==> src/rtl/stage_sequencer.sv <==
// Multicycle instruction-stage sequencer: steps NUM_STAGES stages per instruction,
// latches the opcode once, and issues single-cycle enable strobes at configurable stages.
module stage_sequencer #(
  parameter int NUM_STAGES  = 5,
  parameter int PC_STAGE    = 3,
  parameter int MEM_STAGE   = 2,
  parameter int STACK_STAGE = 2,
  parameter int COUNT_W     = 16,
  parameter int SW          = $clog2(NUM_STAGES)
) (
  input  logic               clk,
  input  logic               reset,
  input  logic [5:0]         opcode,
  input  logic               stall,
  input  logic               resume,
  output logic [SW-1:0]      stage,
  output logic [5:0]         op_q,
  output logic               pc_write,
  output logic               mem_read_en,
  output logic               mem_write_en,
  output logic               push,
  output logic               pop,
  output logic               reg_write_en,
  output logic               instr_done,
  output logic               halted,
  output logic [COUNT_W-1:0] retired
);

  // state  | meaning
  // RUN    | stepping stages, strobes decoded from stage/op_q
  // HALTED | parked at stage 0 after a retired HALT, waits for resume

  typedef enum logic {RUN, HALTED} state_t;

  localparam logic [SW-1:0] LAST_S  = SW'(NUM_STAGES - 1);
  localparam logic [SW-1:0] PC_S    = SW'(PC_STAGE);
  localparam logic [SW-1:0] MEM_S   = SW'(MEM_STAGE);
  localparam logic [SW-1:0] STACK_S = SW'(STACK_STAGE);

  localparam logic [5:0] OP_HALT = 6'b111111;
  localparam logic [5:0] OP_LW   = 6'b100011;
  localparam logic [5:0] OP_SW   = 6'b101011;
  localparam logic [5:0] OP_CALL = 6'b000011;
  localparam logic [5:0] OP_RET  = 6'b000001;

  state_t        state_q, state_d;
  logic [SW-1:0] stage_q, stage_d;
  logic          active;
  logic          latch_op;

  always_ff @(posedge clk or negedge reset) begin
    if (!reset) begin
      state_q <= RUN;
      stage_q <= '0;
      op_q    <= 6'h00;
      retired <= '0;
    end else begin
      state_q <= state_d;
      stage_q <= stage_d;
      if (latch_op)   op_q    <= opcode;
      if (instr_done) retired <= retired + COUNT_W'(1);
    end
  end

  always_comb begin
    state_d      = state_q;
    stage_d      = stage_q;
    active       = (state_q == RUN) && !stall;
    latch_op     = active && (stage_q == '0);
    pc_write     = 1'b0;
    mem_read_en  = 1'b0;
    mem_write_en = 1'b0;
    push         = 1'b0;
    pop          = 1'b0;
    reg_write_en = 1'b0;
    instr_done   = 1'b0;

    case (state_q)
      RUN: begin
        if (!stall) begin
          if (stage_q == LAST_S) begin
            stage_d = '0;
            if (op_q == OP_HALT) state_d = HALTED;
          end else begin
            stage_d = stage_q + SW'(1);
          end
        end
      end
      HALTED: begin
        stage_d = '0;
        if (resume) state_d = RUN;
      end
      default: begin
        state_d = RUN;
        stage_d = '0;
      end
    endcase

    // Strobes look only at registered state and stall; never at the live opcode.
    if (active) begin
      pc_write     = (stage_q == PC_S) && (op_q != OP_HALT);
      mem_read_en  = (stage_q == MEM_S) && (op_q == OP_LW);
      mem_write_en = (stage_q == MEM_S) && (op_q == OP_SW);
      push         = (stage_q == STACK_S) && (op_q == OP_CALL);
      pop          = (stage_q == STACK_S) && (op_q == OP_RET);
      instr_done   = (stage_q == LAST_S);
      reg_write_en = (stage_q == LAST_S) &&
                     (op_q inside {6'b000000, 6'b011100, 6'b000101, 6'b001000,
                                   6'b001001, 6'b001100, 6'b001101, 6'b100011});
    end
  end

  assign stage  = stage_q;
  assign halted = (state_q == HALTED);

endmodule

==> config.mk <==
export PLATFORM = sky130hd
export DESIGN_NAME = stage_sequencer
export DESIGN_NICKNAME = d
export VERILOG_FILES = /design/src/rtl/stage_sequencer.sv
export SDC_FILE = /design/constraint.sdc
export NUM_CORES = 1
export LEC_CHECK = 0
export CORE_MARGIN = 1
export CORE_UTILIZATION = 45
export DETAILED_ROUTE_END_ITERATION = 10
export GPL_ROUTABILITY_DRIVEN = 0
export HOLD_SLACK_MARGIN = 0.12
export PLACE_DENSITY = 0.78
export RECOVER_POWER = 25
export SLEW_MARGIN = 20
export SYNTH_ARGS = -nofsm -noshare
export SYNTH_HDL_FRONTEND = slang
export SYNTH_SLANG_ARGS = --single-unit
export TNS_END_PERCENT = 50
==> constraint.sdc <==
create_clock -name clk -period 1.6 [get_ports clk]
set_input_delay 0.32 -clock clk [delete_from_list [all_inputs] [get_ports clk]]
set_output_delay 0.32 -clock clk [all_outputs]
set_load 0.005 [all_outputs]
==> reports/qor.txt <==
top_reg_cell synth = dfrtp_1
synth warn = 0
Fillers = 176
Die X-Extent = 56.14 um
area of the mapped netlist = 1319 um^2
P&R area growth vs syn = 68.98%
Data arrival, critical path = 1.61 ns
DR iter-0 viols = 28
Initial Util = 47.82%
CP Max Fanout = 3
Slew Viols, Final = 0
later-pin clock latency in the skew report = 0.34 ns
Worst Hold Class = reg2reg
skew final = 0.004538 ns
largest net degree at the start of global routing = 27
Hold Path End = retired[12]
async set-reset flop share out of synthesis = 100.0%
DP HPWL = 2167 um
number of synthesized register bits = 26
Synth area leaders = dfrtp_1 49%, xnor2_1 7.3%, mux2_2 5.1%
Static Leak = 0.001203 uW
Yosys top cell by area = dfrtp_1
Reg-to-Reg Start = stage[1]
Rel. slew slack = 55.97%
r2r setup slk = -0.11 ns
Buffers on Ports = 42
Syn Area/Cell = 10.55 um^2
critical hold path startpoint = retired[12]
CTS Sinks = 26
PnR worst setup slack = -0.3294 ns
CP max stage cell = dfrtp_1
reg2reg end = op_q[3]
# setup viols final = 22
dpl ws = -0.6978 ns
Syn Inst Count = 125
sum of negative setup slack = -2.841 ns
Global Route Usage Sum = 23.64%
worst vdd ir = 1.077 mV
PwrDens = 1302 nW/um^2
CTS tree = built
Nets = 217
Crit. End Element = output port
Die ar. = 3151 um^2
Fin. Hold Viols = 0
Finished Layout Cells = 232
RSZ-0062 raised after global routing = yes
CTS H-tree depth = 1
DRT Pass-1 Iters = 4
failing checks = setup timing
share of layout cells above drive strength 1 = 39.80%
CTS buffer count = 3
DR WL/cell = 16.85 um
Via density = 5.397
Setup CP Type = reg2out
Slew @ Worst Pin = 0.6604 ns
post-route clock period utilization = 120.6%
Die Y = 56.14 um
Clock Pin Slew Worst Setup and Hold Paths = 0.14 ns
number of global-route vias before repair = 1253
Max Fclk = 0.5183 GHz
initial antenna violation count = 0
drt total wl = 3909 um
count of different cell masters after synthesis = 30
number of synthesized flops with an enable pin = 0
top cells by count, synth = 26 x dfrtp_1, 13 x nand2_1, 11 x xnor2_1
sequential cell area fraction in the yosys report = 49.34%
type of origin of the critical path = flip-flop
MaxCap Viol Count = 0
DR DRC count = 0
syn_nets = 140
n_diodes = 0
global-route wire length before repair = 5789 um
CTS max path bufs = 2
status = complete, but fails checks
critical path required time = 1.28 ns
Post-DRT Antenna Nets = 0
CTS root buf = clkbuf_4
top-area cell type share of the netlist area = 49.34%
Ports = 43
final worst path period need = 1.929 ns
row cnt = 19
vias post-DR = 1252
Critical Path Max Stage Delay = 0.44 ns
worst path cell trace = nor3_4 -> nand3_4 -> buf_6 -> nor4_4 -> buf_2
dpl cells = 214
Power Total = 2902 uW
GR Overflow Total = 0
FF-to-FF path depth = 7
Core Area = 2758 um^2
Min-Delay Path Depth = 1
most frequent cell after synthesis = dfrtp_1
-- cell usage in the layout, fill, tap and decap left out, types with 2 or more instances in the layout --
cell type	count
buf_2	6
mux2_2	6
and2_1	2
xor2_1	4
dlymetal6s2s_1	10
buf_4	17
nor2_4	2
nor3_2	2
nand3_4	3
nor4_4	2
nor2_1	4
dlygate4sd2_1	11
nand4_1	6
clkbuf_2	5
buf_6	16
and3_1	6
inv_1	2
inv_2	2
xnor2_1	11
clkdlybuf4s50_1	8
ha_4	4
nor3_4	2
nand3_1	6
dfrtp_1	25
nand2_1	13
a21oi_1	3
clkbuf_4	3
-- worst max-delay path, delay by kind of cell (launching register included) --
kind	cells	cell delay, ns
buf+inv	2	0.31
flops	1	0.44
simple gates	3	0.51
-- logic make-up after synthesis --
logic type	Yosys count	share of synthesized area, %
xor+xnor	15	9.962
buf+inv	8	3.700
fa+ha+maj	5	4.744
flops	26	49.34
mux	6	5.123
compound gates	7	3.321
simple gates	58	23.82
-- flip-flops by register name, summed over array words and instances, names as in the netlist --
name,cells
stage,3
halted,1
op_q,6
retired,16
-- layout make-up --
type,instances,area [um^2],share of cell area [%]
well taps,31,38.79,1.741
clock buffers,4,36.28,1.628
multi-input cells,91,795.8,35.71
repair buffers,75,684.4,30.71
inverters,5,21.27,0.9545
flip-flops and latches,26,651.9,29.25
-- how the worst max path moves through the flow --
stage	startpoint	to	slack (ns)	cells after the start
final	stage[2]	push	-0.33	5
after global placement	stall	reg_write_en	-0.63	8
after CTS	stage[1]	reg_write_en	-0.23	7
after floorplan	stage[0]	retired[5]	0.08	8
after detailed placement	stall	push	-0.70	5
after global routing	op_q[2]	reg_write_en	-0.43	4
-- timing repair --
item,4_1_cts,5_1_grt
pin swaps,11,8
setup buffers,8,7
endpoints found under the setup margin,27,39
resized for setup,80,34
hold buffers,0,0
-- per-layer routing --
layer	global-route usage (%)	up-vias	wire [um]
met5	0	-	0
met2	43.20	39	2070
met1	27.85	625	1597
met4	8.362	0	52
met3	3.721	6	189
li1	-	582	-
-- per-stage QoR --
| stage | hold WS [ns] | utilization [%] | area [um^2] |
|---|---|---|---|
| 6_report | 0.4902 | 80.81 | 2228 |
| 5_1_grt | 0.5096 | 80.81 | 2228 |
| 4_1_cts | 0.3608 | 75.91 | 2093 |
| 3_5_place_dp | 0.4638 | 68.65 | 1893 |
| 3_3_place_gp | 0.4599 | 68.65 | 1893 |
| 2_1_floorplan | 0.02441 | - | 1319 |
-- power breakdown --
group / internal (uW) / total [uW] / leakage (uW) / switching (uW)
Sequential: 801 / 1010 / 0.000341 / 208
Combinational: 881 / 1540 / 0.000841 / 663
Clock: 140 / 349 / 0.0000210 / 209
Note: power is estimated with default switching activity, not from simulation.
